## src/rtl/bscan_pkg.sv

```systemverilog
// ---------------------------------------------------------------------------
// bscan_pkg
// Purpose : Constants shared by the USER-register byte port, the user logic
//           that consumes its bytes and the bench.
// Contents: RESULT_WIDTH   - width of the readback word scanned out on tdo
//           BYTE_WIDTH     - exact DR scan length that carries one byte
//           CNT_WIDTH      - width of the saturating scan bit counter
//           CNT_MAX        - saturation value of the bit counter
//           CNT_BYTE       - counter value that qualifies a byte scan
// ---------------------------------------------------------------------------
package bscan_pkg;

  localparam int RESULT_WIDTH = 32;
  localparam int BYTE_WIDTH   = 8;
  localparam int CNT_WIDTH    = 6;

  localparam logic [CNT_WIDTH-1:0] CNT_MAX  = '1;
  localparam logic [CNT_WIDTH-1:0] CNT_BYTE = CNT_WIDTH'(BYTE_WIDTH);

endpackage : bscan_pkg

```

## src/rtl/bscan_byte_port.sv

```systemverilog
// ---------------------------------------------------------------------------
// bscan_byte_port
// Purpose : USER data register behind a JTAG TAP. A read scan returns the
//           current result word on tdo (LSB first); a scan of exactly
//           BYTE_WIDTH bits followed by update_dr delivers one byte into a
//           single-entry holding register with valid/ready handshake.
// Ports   : tck              - sole clock, rising edge
//           test_logic_reset - synchronous active-high reset
//           tdi / tdo        - serial data in / out (LSB first)
//           ir_is_user       - USER instruction selected, gates all DR actions
//           run_test_idle    - TAP idle indication (no effect on state)
//           capture_dr, shift_dr, update_dr - TAP DR state decodes
//           result, result_valid - readback word and its qualifier
//           byte_data, byte_valid, byte_ready - received byte handshake
//           overrun          - sticky lost-byte flag, cleared only by reset
// ---------------------------------------------------------------------------
module bscan_byte_port
  import bscan_pkg::*;
(
  input  logic                    tck,
  input  logic                    test_logic_reset,
  input  logic                    tdi,
  output logic                    tdo,
  input  logic                    ir_is_user,
  input  logic                    run_test_idle,
  input  logic                    capture_dr,
  input  logic                    shift_dr,
  input  logic                    update_dr,
  input  logic [RESULT_WIDTH-1:0] result,
  input  logic                    result_valid,
  output logic [BYTE_WIDTH-1:0]   byte_data,
  output logic                    byte_valid,
  input  logic                    byte_ready,
  output logic                    overrun
);

  logic [RESULT_WIDTH-1:0] r_shift;
  logic [CNT_WIDTH-1:0]    r_cnt;
  logic [BYTE_WIDTH-1:0]   r_byte_data;
  logic                    r_byte_valid;
  logic                    r_overrun;

  logic                    w_do_capture;
  logic                    w_do_shift;
  logic                    w_byte_arrive;
  logic                    w_byte_accept;
  logic [BYTE_WIDTH-1:0]   w_new_byte;
  logic                    w_unused;

  // run_test_idle is informational only.
  assign w_unused = run_test_idle;

  // Overlapping decodes resolve as capture > shift > update.
  assign w_do_capture  = ir_is_user & capture_dr;
  assign w_do_shift    = ir_is_user & ~capture_dr & shift_dr;
  assign w_byte_arrive = ir_is_user & ~capture_dr & ~shift_dr & update_dr
                         & (r_cnt == CNT_BYTE);
  assign w_byte_accept = r_byte_valid & byte_ready;

  // Bits enter at the MSB, so after BYTE_WIDTH shifts the first bit received
  // (the byte LSB) sits at the bottom of the top BYTE_WIDTH-bit field.
  assign w_new_byte = r_shift[RESULT_WIDTH-1 -: BYTE_WIDTH];

  // Scan path: shift register and saturating bit counter.
  always_ff @(posedge tck) begin
    if (test_logic_reset) begin
      r_shift <= '0;
      r_cnt   <= '0;
    end else if (w_do_capture) begin
      r_shift <= result_valid ? result : '0;
      r_cnt   <= '0;
    end else if (w_do_shift) begin
      r_shift <= {tdi, r_shift[RESULT_WIDTH-1:1]};
      // Saturate so very long scans can never wrap back to BYTE_WIDTH.
      if (r_cnt != CNT_MAX) begin
        r_cnt <= r_cnt + 1'b1;
      end
    end
  end

  // Single-entry holding register. An arrival in the same cycle as an
  // acceptance refills the entry; an arrival into a full, stalled entry is
  // dropped and flagged.
  always_ff @(posedge tck) begin
    if (test_logic_reset) begin
      r_byte_data  <= '0;
      r_byte_valid <= 1'b0;
      r_overrun    <= 1'b0;
    end else if (w_byte_arrive) begin
      if (!r_byte_valid || byte_ready) begin
        r_byte_data  <= w_new_byte;
        r_byte_valid <= 1'b1;
      end else begin
        r_overrun <= 1'b1;
      end
    end else if (w_byte_accept) begin
      r_byte_valid <= 1'b0;
    end
  end

  assign tdo        = r_shift[0];
  assign byte_data  = r_byte_data;
  assign byte_valid = r_byte_valid;
  assign overrun    = r_overrun;

endmodule : bscan_byte_port

```

## config.mk

```make
export PLATFORM = sky130hd
export DESIGN_NAME = bscan_byte_port
export DESIGN_NICKNAME = d
export VERILOG_FILES = /design/src/rtl/bscan_pkg.sv /design/src/rtl/bscan_byte_port.sv
export SDC_FILE = /design/constraint.sdc
export NUM_CORES = 1
export LEC_CHECK = 0
export BUFFER_PORTS_ARGS = -buffer_cell sky130_fd_sc_hd__buf_2
export CORE_ASPECT_RATIO = 1.5
export CORE_MARGIN = 4
export CORE_UTILIZATION = 40
export CTS_BUF_LIST = sky130_fd_sc_hd__clkbuf_8
export CTS_CLUSTER_SIZE = 25
export DETAILED_ROUTE_END_ITERATION = 6
export GPL_TIMING_DRIVEN = 0
export PLACE_DENSITY = 0.67
export SYNTH_ARGS = -nofsm -noshare
export SYNTH_HDL_FRONTEND = slang
export SYNTH_SLANG_ARGS = --single-unit
```

## constraint.sdc

```tcl
create_clock -name tck -period 1.9 [get_ports tck]
set_input_delay 0.19 -clock tck [delete_from_list [all_inputs] [get_ports tck]]
set_output_delay 0.19 -clock tck [all_outputs]
set_load 0.01 [all_outputs]
```

* Word-level counts from Yosys, hierarchy flattened
Cells that the tools add are included.
** Cells by class
- Add/subtract/negate cells :: 1
- Multipliers :: 0
- Div/mod/pow operators :: 0
- $lt $le $gt $ge :: 0
- Equality and inequality tests :: 3
- Shifts and indexed selects :: 0
- Multiplexer cells :: 6
- Bitwise operators :: 10
- Reduce and logical (&&, ||, !) cells :: 9
** Operators by type and width (count)
- $mux 32 :: 3
- $reduce_and 2->1 :: 4
- $and 1x1->1 :: 7
- $add 6x1->6 const B :: 1
- $eq 6x4->1 const B :: 1
- $ne 6x6->1 const B :: 1
- $reduce_bool 2->1 :: 2
- $mux 1 :: 3
- $not 1->1 :: 3
- $ne 2x1->1 const B :: 1
- $reduce_or 2->1 :: 1
- $logic_not 1->1 :: 1
- $logic_or 1x1->1 :: 1
** Word-level totals
- Flip-flop bits (word level) :: 48
- Latch bits :: 0
- Memory bits (writable) :: 0
- Memory bits (read-only) :: 0
- Input port bits :: 42
- Logic and storage cells :: 34
- Memories :: 0

* Depth between registers and ports, before layout
Gate-level depths: netlist of the first run.
- Word-level depth :: 7
- Mapped depth :: 6
- Depth with buffers taken out :: 6

* Worst setup path before layout of the first run
No wires, ideal clock.
- Kind :: reg-to-reg
- From :: register r_cnt[0]
- To :: register r_byte_data[0] (netlist: byte_data[0])
- Library setup time :: 0.128 ns
- Data arrival time :: 1.526 ns
- Slack :: 0.247 ns
- Cell stages (with the launch flop) :: 7
- Buffers on the path :: 0
- Clock period less this slack :: 1.653 ns
- Cells stage by stage :: dfxtp_1 > inv_1 > ha_1 > nand4b_1 > nor4_4 > mux2i_1 > nor2_1
** Between the ends
- Cells in the longest elaborated chain, start to end :: 3
** Ends and longest elaborated chain
- from (decl) :: line bscan_byte_port.sv:38 : logic [CNT_WIDTH-1:0] r_cnt;
- from (signal assigned) :: line bscan_byte_port.sv:76 : r_cnt <= r_cnt + 1'b1;
- $eq 6x4->1 :: line bscan_byte_port.sv:57 : & (r_cnt == CNT_BYTE);
- $and 1x1->1 :: line bscan_byte_port.sv:57
- $reduce_and 2->1 (no line)
- to (signal assigned) :: line bscan_byte_port.sv:91 : r_byte_data <= w_new_byte;
- to (decl) :: line bscan_byte_port.sv:39 : logic [BYTE_WIDTH-1:0] r_byte_data;
Every way passes these cells.
A chain may end at the register's enable or synchronous reset.

* Worst setup path after layout of the first run
- From :: register r_cnt[4]
- To :: register r_byte_data[7] (netlist: byte_data[7])
The elaborated chain is that of the path after synthesis.

==> results.md, run 1 <==
- Hold Path Depth: 3
- Clock Path Buffers: 2
- Largest cells by area after synthesis: dfxtp_1 (44%), o2bb2ai_1 (10%), a22oi_1 (9.3%), nor2_1 (7.4%), nand2_1 (6.7%)
- Mapped Nets: between 300 and 400
- Peak supply drop: between 400 and 500 µV
- All-Layer GR Usage: 16.92%
- TritonCTS clock tree: built
- Slew @ Worst Pin: 0.6173 ns
- Register area share after synthesis: between 40 and 50%
- Crit Path Max Fanout: 8
- CP required: 2.08 ns
- Sw Share: between 20% and 30%
- Drt first pass iters: 5
- # resized after CTS: 0
- Clock root buffer: clkbuf_8
- Minimum clock period: approximately 1.6 ns
- Number of global-route vias before repair: ~2000
- RSZ-0062 raised after global routing: false
- Total grt overflow: 0
- # rows: 32
- Setup TNS: 0 ns
- Initial antenna violation count: 0
- Iter 0 DRT Violations: ~100
- R2r startpoint: r_cnt[4]$_SDFFE_PP0P_
- Detailed placement HPWL: roughly 3.9 mm
- Biggest area consumer among synthesized cells: dfxtp_1
- Seq pwr share: between 50% and 60%
- Finished Core Util: 50.10%
- Port Buf Inserts: 50
- WL final: between 5 and 6 mm
- GPL Wtd Cong: about 0.81
- I/O Pins: 53
- Leak pwr: around 1 nW
- First-pass GRT wire length: 8.880 mm
- Power Dens Cells: between 700 and 800 nW/µm²
- Clock sinks: 48
- Tightest Hold Check Type: in2reg
- Ys Warns: 0
- Gate Count Post-Synth: approximately 260
- FF+latch count, synth: 48
- Most common cell in the netlist: dfxtp_1
- Die height: between 90 and 100 µm
- Layout Nets: 359
- EDFF count, synth: 0
- Slew headroom: between 50 and 60%
- H-tree levels: 2
- Via density: 5.313
- Status: finished clean
- Final Hold Fails: 0
- Ys flop type: dfxtp_1
- Post-route ant nets: 0
- Ant diodes: 0
- Switch Pwr: 0.0004652 W
- Avg Cell Area, Syn: ~8.5 µm²
- Floorplan core area: around 5200 µm²
- Top post-synthesis cells by count: dfxtp_1 (48), nor2_1 (43), nand2_1 (39)
- Yosys cell types: 31
- Initial Util: a little over two fifths
- Post-route cell area: 2608 µm²
- Hold Startpoint: tdi
- Layout cells sized above 1: a little under a fifth
- DR WL/cell: around 14 µm
- Fin crit share: 85.65%
- Crit path DAT: between 1.5 and 2 ns
- Via count: a little over 2000
- # DRC: 0
- Clock-pin slew on the worst setup and hold paths: approximately 0.080 ns
- Cell Int Power: about 0.0014 W
- Die width: between 60 and 70 µm
- Critical path class: reg2reg
- Die area: approximately 6700 µm²
- Hold Crit Endpoint: r_shift[31]$_SDFFE_PP0P_
- Combinational power share: between 10% and 20%
- Clk_lat worst skew: 0.30 ns
- Worst reg-to-reg setup slack: about 0.27 ns
- MaxCap Viol Count: 0
- CP Launch Type: flop
- Worst-case reg-to-reg path depth: 5
- Area of placed instances: ~2500 µm²
- Yosys top cell area share: between 40 and 50%
- R2R Path End: byte_data[7]$_SDFFE_PP0P_
- Total CTS buffers: 5
- Endpoint class of the critical path: flop
- Synthesized area: 2175 µm²
- Clock Power Share: a little under a third
- Post-synth ARST share: 0%
- Fin Hold WS: between 0.15 and 0.2 ns
- Endpoints failing setup: 0
- Skew final: between 0.004 and 0.005 ns
- Max Slew Vio Count: 0
- Fmax: a little over 600 MHz
- Largest net degree at the start of global routing: 14
- Area growth syn-to-layout: 19.91%
[power by group through the flow]
stage | clock, W | combinational [W] | sequential [W]
after detailed placement | 0 | 0.000212 | 0.00107
final | 0.000568 | 0.000211 | 0.00105
after global placement | 0 | 0.000210 | 0.00107
after floorplan | 0 | 0.000128 | 0.00107
after global routing | 0.000626 | 0.000238 | 0.00105
after CTS | 0.000588 | 0.000213 | 0.00105
[logic make-up (layout without fill, tap and decap cells)]
family                     count (synthesis)  after routing  share of synthesized area, %
buffers and inverters                     23             81                         4.027
muxes                                      9              9                         4.143
xor gates and xnor gates                   1              1                        0.4028
adders and majority gates                  2              2                         1.151
DFF                                       48             48                         44.19
and+or+nand+nor                          100            100                         19.97
AOI/OAI and AO/OA                         74             74                         26.12
[timing repair]
action / in CTS / in global routing
setup buffers: 1 / 0
endpoints found under the setup margin: 1 / 0
hold buffers: 0 / 0
endpoints found under the hold margin: 0 / 0
[flip-flops by register name (all words and copies together) (netlist names)]
register / count
r_shift: 32
byte_data: 8
r_cnt: 6
byte_valid: 1
overrun: 1
[worst max-delay path by stage]
| stage | to | depth (start not counted) | startpoint | slack, ns |
|---|---|---|---|---|
| 2_1_floorplan | byte_data[0]$_SDFFE_PP0P_ | 6 | r_cnt[0]$_SDFFE_PP0P_ | 0.25 |
| 5_1_grt | byte_data[1]$_SDFFE_PP0P_ | 5 | r_cnt[4]$_SDFFE_PP0P_ | 0.17 |
| 3_5_place_dp | byte_data[3]$_SDFFE_PP0P_ | 6 | r_cnt[0]$_SDFFE_PP0P_ | 0.02 |
| 6_report | byte_data[7]$_SDFFE_PP0P_ | 5 | r_cnt[4]$_SDFFE_PP0P_ | 0.27 |
| 3_3_place_gp | byte_data[7]$_SDFFE_PP0P_ | 6 | r_cnt[0]$_SDFFE_PP0P_ | 0.03 |
| 4_1_cts | byte_data[7]$_SDFFE_PP0P_ | 5 | r_cnt[4]$_SDFFE_PP0P_ | 0.27 |
[metrics by stage]
stage	power, W	setup WS, ns	cells
floorplan	0.001195	0.2466	257
global placement	0.001281	0.02656	375
global route	0.001916	0.1667	383
detailed placement	0.001283	0.01574	375
finish	0.001827	0.2726	383
CTS	0.001849	0.2663	383
[routing by layer]
metal  track usage [%]  vias up  part of all wire, %
li1                  -     1043                    -
met1             21.23      939                   42
met2             28.31       48                   52
met3             3.567        5                  5.2
met4             5.054        0                 0.91
met5                 0        -                    0
[cell usage in the layout, fill, tap and decap left out, drive strengths merged, types with 2 or more instances in the layout]
cell	count
o21ai	2
nand2	39
o2bb2ai	26
dfxtp	48
inv	4
and3	2
nor2	43
mux2i	9
nor2b	2
a31oi	2
a21oi	8
clkbuf	22
a22oi	27
nand3	3
ha	2
nor3	3
buf	54
a311oi	6
nand2b	2
[worst max-delay path: stages, from the launching register on]
cell,delay (ns)
dfxtp_1,0.34
or3_1,0.43
nor4_4,0.32
buf_12,0.18
mux2i_1,0.18
nor2_1,0.05
[final cells by class]
type / count / area [µm²]
Buffer: 20 / 76.32
Clock buffer: 5 / 68.82
Clock inverter: 2 / 8.758
Fill cell: 571 / 2597
Inverter: 3 / 11.26
Multi-Input combinational cell: 186 / 1126
Sequential cell: 48 / 960.9
Tap cell: 68 / 85.08
Timing Repair Buffer: 51 / 270.3
Note: power is estimated with default switching activity, not from simulation.
==> run 2, diff against run 1 <==
==> constraint.sdc (replaced) <==
create_clock -name tck -period 2.09 [get_ports tck]
set_input_delay 0.209 -clock tck [delete_from_list [all_inputs] [get_ports tck]]
set_output_delay 0.209 -clock tck [all_outputs]
set_load 0.01 [all_outputs]
==> run 2 against run 1 <==
  * Cell count down 0.26%
  * Count of clock-buffer cells in the layout did not move
  * Final area down 0.77%
  * Combinational power decreased by 9%
  * Wire length up 0.26%
  * Worst hold slack improved by 0.024 ns
  * Die area stayed put
  * Flip-flop and latch count stayed put
  * Non-clock buffer count fell by 1
  * Maximum frequency fell by 14%
  * Via count grew 0.39%
  * Largest cell class unchanged
==> results.md, run 2 (synthesis gave the netlist of run 1 again) <==
- Number of global-route vias before repair: 1963 (was 1967)
- Clock-pin slew on the worst setup and hold paths: 0.08 ns (about the same)
- Tightest Hold Check Type: in2reg (unchanged)
- Setup TNS: 0 ns (unchanged)
- Status: finished clean (unchanged)
- Die width: 68.20 µm (unchanged)
- Clock root buffer: clkbuf_8 (unchanged)
- Max reg flops: 32 (unchanged)
- Most common cell after layout, fill and taps aside: buf_2 (unchanged)
- Initial Util: 41.78% (unchanged)
- Floorplan core area: 5205 µm² (unchanged)
- Clock Path Buffers: 2 (unchanged)
- All-Layer GR Usage: 16.92% (unchanged)
- Die area: 6704 µm² (unchanged)
- Largest Register: r_shift (unchanged)
- Max Slew Vio Count: 0 (unchanged)
- Switch Pwr: 0.0004216 W (was 0.0004652 W)
- Ant diodes: 0 (unchanged)
- I/O Pins: 53 (unchanged)
- Clock Power Share: 31.0% (was 31.1%)
- Initial antenna violation count: 0 (unchanged)
- Layout Nets: 358 (was 359)
- Crit path DAT: 2.06 ns (was 1.80 ns)
- Fin crit share: 90.59% (was 85.65%)
- WL final: 5.399 mm (was 5.385 mm)
- Clock sinks: 48 (unchanged)
- Drt first pass iters: 5 (unchanged)
- Power Dens Cells: 641.3 nW/µm² (was 700.5 nW/µm²)
- # rows: 32 (unchanged)
- Combinational power share: 11.6% (was 11.5%)
- TritonCTS clock tree: built (unchanged)
- Critical path class: reg2reg (unchanged)
- Most frequent cells in the layout: buf_2 (51), dfxtp_1 (48), nor2_1 (43) (unchanged)
- Via density: 5.348 (was 5.313)
- CP Launch Type: flop (unchanged)
- Post-route ant nets: 0 (unchanged)
- Hold-fix buffers at CTS: 0 (unchanged)
- RSZ-0062 raised after global routing: false (unchanged)
- Largest net degree at the start of global routing: 14 (unchanged)
- Total grt overflow: 0 (unchanged)
- Endpoint class of the critical path: flop (unchanged)
- Port Buf Inserts: 50 (unchanged)
- Skew final: 0.005925 ns (was 0.004573 ns)
- Fillers: 570 (was 571)
- Total CTS buffers: 5 (unchanged)
- Crit Path Max Fanout: 8 (unchanged)
- Slew @ Worst Pin: 0.7692 ns (was 0.6173 ns)
- Peak supply drop: 433.1 µV (was 471.6 µV)
- # DRC: 0 (unchanged)
- H-tree levels: 2 (unchanged)
- GPL Wtd Cong: 0.8139 (unchanged)
- # resized after CTS: 0 (unchanged)
- First-pass GRT wire length: 8.873 mm (was 8.880 mm)
- Fmax: 528.2 MHz (was 614.5 MHz)
- Iter 0 DRT Violations: 94 (was 99)
- Minimum clock period: 1.893 ns (was 1.627 ns)
- Sw Share: 25.41% (was 25.47%)
- Endpoints failing setup: 0 (unchanged)
- Seq pwr share: 57.4% (about the same)
- Clk_lat worst skew: 0.29 ns (was 0.30 ns)
- Die height: 98.31 µm (unchanged)
- Slew headroom: 48.34% (was 58.57%)
- CP required: 2.26 ns (was 2.08 ns)
- MaxCap Viol Count: 0 (unchanged)
- DR WL/cell: 14.13 µm (was 14.06 µm)
- Final Hold Fails: 0 (unchanged)
- Layout cells sized above 1: 18.47% (was 18.73%)
- Power, Total: 0.001659 W (was 0.001827 W)
- Area growth syn-to-layout: 18.99% (was 19.91%)
- Post-CTS Setup Inserts: 0 (was 1)
- Detailed placement HPWL: 3.859 mm (unchanged)
- Cell Int Power: 0.001238 W (was 0.001361 W)
- Leak pwr: 0.9655 nW (was 0.9740 nW)
- Via count: 2043 (was 2035)
[run 2: cell types whose count changed in the layout (fill, tap and decap cells not counted)]
cell / previous run / this run
buf_12: 1 / 0
[run 2: cell type report]
class,instances,area [µm²],area share [%]
clock buffer,5,68.82,2.660
timing repair buffer,50,250.2,9.671
buffer,20,76.32,2.950
inverter,3,11.26,0.4352
sequential,48,960.9,37.14
multi-input combinational,186,1126,43.52
clock inverter,2,8.758,0.3385
tap,68,85.08,3.288
[run 2: routing by layer]
| metal | up-vias | track usage [%] | wire [µm] |
|---|---|---|---|
| met5 | - | 0 | 0 |
| met1 | 954 | 21.15 | 2343 |
| li1 | 1040 | - | - |
| met4 | 0 | 5.054 | 36 |
| met2 | 47 | 28.38 | 2760 |
| met3 | 2 | 3.567 | 258 |
[run 2: critical path: stages, from the launching register on]
cell and delay [ns]:
dfxtp_1 0.35, inv_1 0.07, ha_1 0.14, nand4b_1 0.17, nor4_4 0.73, mux2i_1 0.26
nor2_1 0.05
[run 2: final timing paths]
kind	cells past startpoint	endpoint	from	slack, ns
worst max register to register	6	byte_data[7]$_SDFFE_PP0P_	r_cnt[0]$_SDFFE_PP0P_	0.20
worst min-delay path	3	r_shift[31]$_SDFFE_PP0P_	tdi	0.19
worst min register to register	2	overrun$_SDFFE_PP0P_	overrun$_SDFFE_PP0P_	0.47
worst max-delay path	6	byte_data[7]$_SDFFE_PP0P_	r_cnt[0]$_SDFFE_PP0P_	0.20
[run 2: metrics by stage]
step | hold WS (ns) | setup slack, ns | std cells | util [%] | cell area, µm²
after floorplan | 0.3689 | 0.4366 | 257 | - | 2175
after global placement | 0.4469 | 0.2166 | 375 | 48.22 | 2510
after detailed placement | 0.4540 | 0.2057 | 375 | 48.22 | 2510
after CTS | 0.1687 | 0.1872 | 382 | 49.71 | 2587
after global routing | 0.2076 | 0.06621 | 382 | 49.71 | 2587
final | 0.1884 | 0.1967 | 382 | 49.71 | 2587
[run 2: power by group through the flow]
stage	registers [W]	logic [W]	clock network (W)
final	0.000952	0.000192	0.000515
after global routing	0.000956	0.000216	0.000571
after CTS	0.000953	0.000194	0.000535
after detailed placement	0.000974	0.000192	0
after global placement	0.000973	0.000191	0
after floorplan	0.000970	0.000116	0
==> run 3, diff against run 2 <==
--- a/config.mk
+++ b/config.mk
@@ -6,7 +6,6 @@
 export NUM_CORES = 1
 export LEC_CHECK = 0
 export BUFFER_PORTS_ARGS = -buffer_cell sky130_fd_sc_hd__buf_2
-export CORE_ASPECT_RATIO = 1.5
 export CORE_MARGIN = 4
 export CORE_UTILIZATION = 40
 export CTS_BUF_LIST = sky130_fd_sc_hd__clkbuf_8
@@ -14,6 +13,7 @@
 export DETAILED_ROUTE_END_ITERATION = 6
 export GPL_TIMING_DRIVEN = 0
 export PLACE_DENSITY = 0.67
+export REMOVE_ABC_BUFFERS = 1
 export SYNTH_ARGS = -nofsm -noshare
 export SYNTH_HDL_FRONTEND = slang
 export SYNTH_SLANG_ARGS = --single-unit
==> run 3 against run 2 <==
  * Critical path depth is the same
  * First-iteration DRC count grew 1.1%
  * Setup slack lost 0.060 ns
  * Clock power grew 7.6%
  * Via count shrank 3.0%
  * Maximum frequency shrank 3.1%
  * Final area shrank 1.5%
  * Wire length shrank 3.4%
  * Register-to-register slack lost 0.06 ns
  * Count of clock-buffer cells in the layout is the same
  * Global-route usage shrank 0.29 points
  * Sequential share of layout area grew 0.58 points
  * Largest power group unchanged
==> results.md, run 3 (synthesis gave the netlist of run 1 again) <==
- Status: finished clean (unchanged)
- Post-CTS Setup Inserts: 0 (unchanged)
- Finished Core Util: 49.25% (was 49.71%)
- Worst-case reg-to-reg path depth: 6 (unchanged)
- Crit path DAT: 2.11 ns (was 2.06 ns)
- Crit Path Max Fanout: 8 (unchanged)
- # DRC: 0 (unchanged)
- Drt first pass iters: 4 (was 5)
- Slew headroom: 31.03% (was 48.34%)
- Setup WS pre-CTS: -0.08472 ns (was 0.2057 ns)
- Initial Util: 42.04% (was 41.78%)
- Peak supply drop: 324.2 µV (was 433.1 µV)
- Minimum clock period: 1.953 ns (was 1.893 ns)
- WL final: 5.214 mm (was 5.399 mm)
- R2R Path End: byte_data[7]$_SDFFE_PP0P_ (unchanged)
- GPL Wtd Cong: 0.7406 (was 0.8139)
- Max reg flops: 32 (unchanged)
- Critical path class: reg2reg (unchanged)
- Clock sinks: 48 (unchanged)
- # resized after CTS: 0 (unchanged)
- Setup TNS: 0 ns (unchanged)
- Ant diodes: 0 (unchanged)
- First-pass GRT wire length: 8.652 mm (was 8.873 mm)
- Endpoints failing setup: 0 (unchanged)
- Die area: 6680 µm² (was 6704 µm²)
- Iter 0 DRT Violations: 95 (was 94)
- CP required: 2.25 ns (was 2.26 ns)
- Tightest Hold Check Type: in2reg (unchanged)
- Hold-fix buffers at CTS: 0 (unchanged)
- Endpoint class of the critical path: flop (unchanged)
- All-Layer GR Usage: 16.63% (was 16.92%)
- Floorplan core area: 5172 µm² (was 5205 µm²)
- MaxCap Viol Count: 0 (unchanged)
- I/O Pins: 53 (unchanged)
- TritonCTS clock tree: built (unchanged)
- Worst reg-to-reg setup slack: 0.14 ns (was 0.20 ns)
- Fmax: 511.9 MHz (was 528.2 MHz)
- Hold Path Depth: 3 (unchanged)
- Die width: 81.73 µm (was 68.20 µm)
- Fillers: 509 (was 570)
- Slew @ Worst Pin: 1.035 ns (was 0.7692 ns)
- Hold Startpoint: tdi (unchanged)
- Layout cells sized above 1: 20.88% (was 18.47%)
- Clock Path Buffers: 2 (unchanged)
- Clock root buffer: clkbuf_8 (unchanged)
- Total grt overflow: 0 (unchanged)
- Layout Nets: 340 (was 358)
- PnR worst setup slack: 0.1367 ns (was 0.1967 ns)
- # rows: 26 (was 32)
- Clock-pin slew on the worst setup and hold paths: 0.08 ns (about the same)
- Skew final: 0.009330 ns (was 0.005925 ns)
- Fin Hold WS: 0.1959 ns (was 0.1884 ns)
- Power Dens Cells: 663.3 nW/µm² (was 641.3 nW/µm²)
- Port Buf Inserts: 51 (was 50)
- R2r startpoint: r_cnt[0]$_SDFFE_PP0P_ (unchanged)
- RSZ-0062 raised after global routing: false (unchanged)
- Initial antenna violation count: 0 (unchanged)
- Largest Register: r_shift (unchanged)
- CP Launch Type: flop (unchanged)
- Hold Crit Endpoint: r_shift[31]$_SDFFE_PP0P_ (unchanged)
- Number of global-route vias before repair: 1852 (was 1963)
- Area growth syn-to-layout: 17.15% (was 18.99%)
- Die height: 81.73 µm (was 98.31 µm)
- Largest net degree at the start of global routing: 44 (was 14)
- Total CTS buffers: 5 (unchanged)
- Most frequent cells in the layout: buf_2 (51), dfxtp_1 (48), nor2_1 (43) (unchanged)
- Clk_lat worst skew: 0.30 ns (was 0.29 ns)
- Leak pwr: 0.9543 nW (was 0.9655 nW)
- Final Hold Fails: 0 (unchanged)
- Power, Total: 0.001690 W (was 0.001659 W)
- Max Slew Vio Count: 0 (unchanged)
- Via count: 1981 (was 2043)
- Most common cell after layout, fill and taps aside: buf_2 (unchanged)
- DR WL/cell: 14.21 µm (was 14.13 µm)
- Post-route ant nets: 0 (unchanged)
- Via density: 5.398 (was 5.348)
- H-tree levels: 2 (unchanged)
- Fin crit share: 93.46% (was 90.59%)
- Detailed placement HPWL: 3.354 mm (was 3.859 mm)
==> run 3: changes by cell type in the layout (fill, tap and decap cells not counted) <==
cell and change:
buf_8 +1, buf_1 -2, o21ai_2 +1, clkinv_4 +1, o21ai_1 -1, clkbuf_1 -17
inv_1 -1, clkinv_2 +1
==> run 3: critical path, cell delays in order, from the launching register on <==
cell	delay (ns)
dfxtp_1	0.35
inv_1	0.08
ha_1	0.15
nand4b_1	0.17
nor4_4	0.74
mux2i_1	0.26
nor2_1	0.06
==> run 3: how the worst max path moves through the flow <==
stage | slack, ns | to | from | depth (start not counted)
2_1_floorplan | 0.45 | byte_data[0]$_SDFFE_PP0P_ | r_cnt[0]$_SDFFE_PP0P_ | 6
3_3_place_gp | -0.46 | r_shift[2]$_SDFFE_PP0P_ | capture_dr | 4
3_5_place_dp | -0.08 | byte_data[7]$_SDFFE_PP0P_ | ir_is_user | 5
4_1_cts | 0.09 | byte_data[7]$_SDFFE_PP0P_ | r_cnt[0]$_SDFFE_PP0P_ | 6
5_1_grt | 0.007 | byte_data[4]$_SDFFE_PP0P_ | r_cnt[0]$_SDFFE_PP0P_ | 6
6_report | 0.14 | byte_data[7]$_SDFFE_PP0P_ | r_cnt[0]$_SDFFE_PP0P_ | 6
==> run 3: routing by layer <==
metal / part of all wire (%) / track usage (%)
met5: 0 / 0
met4: 1.3 / 5.980
met3: 5.5 / 3.947
met2: 46 / 25.77
met1: 47 / 22.47
==> run 3: final cells by class <==
cell class	instances	area, µm²	share of cell area (%)
Clock buffer	5	68.82	2.701
Clock inverter	3	18.77	0.7367
Inverter	3	11.26	0.4420
Multi-Input combinational cell	186	1130	44.35
Sequential cell	48	960.9	37.72
Tap cell	70	87.58	3.438
Timing Repair Buffer	52	270.3	10.61
==> run 3: through the flow <==
stage	instances	instance area (µm²)
after floorplan	237	2098
final	367	2547
after global placement	358	2441
after global routing	367	2547
after CTS	367	2547
after detailed placement	359	2460
==> run 3: power by group <==
group	internal (W)	total (W)	switching (W)
registers	0.000938	0.000952	0.0000146
logic	0.0000734	0.000184	0.000110
clock network	0.000234	0.000554	0.000320
total	0.00124	0.00169	0.000445
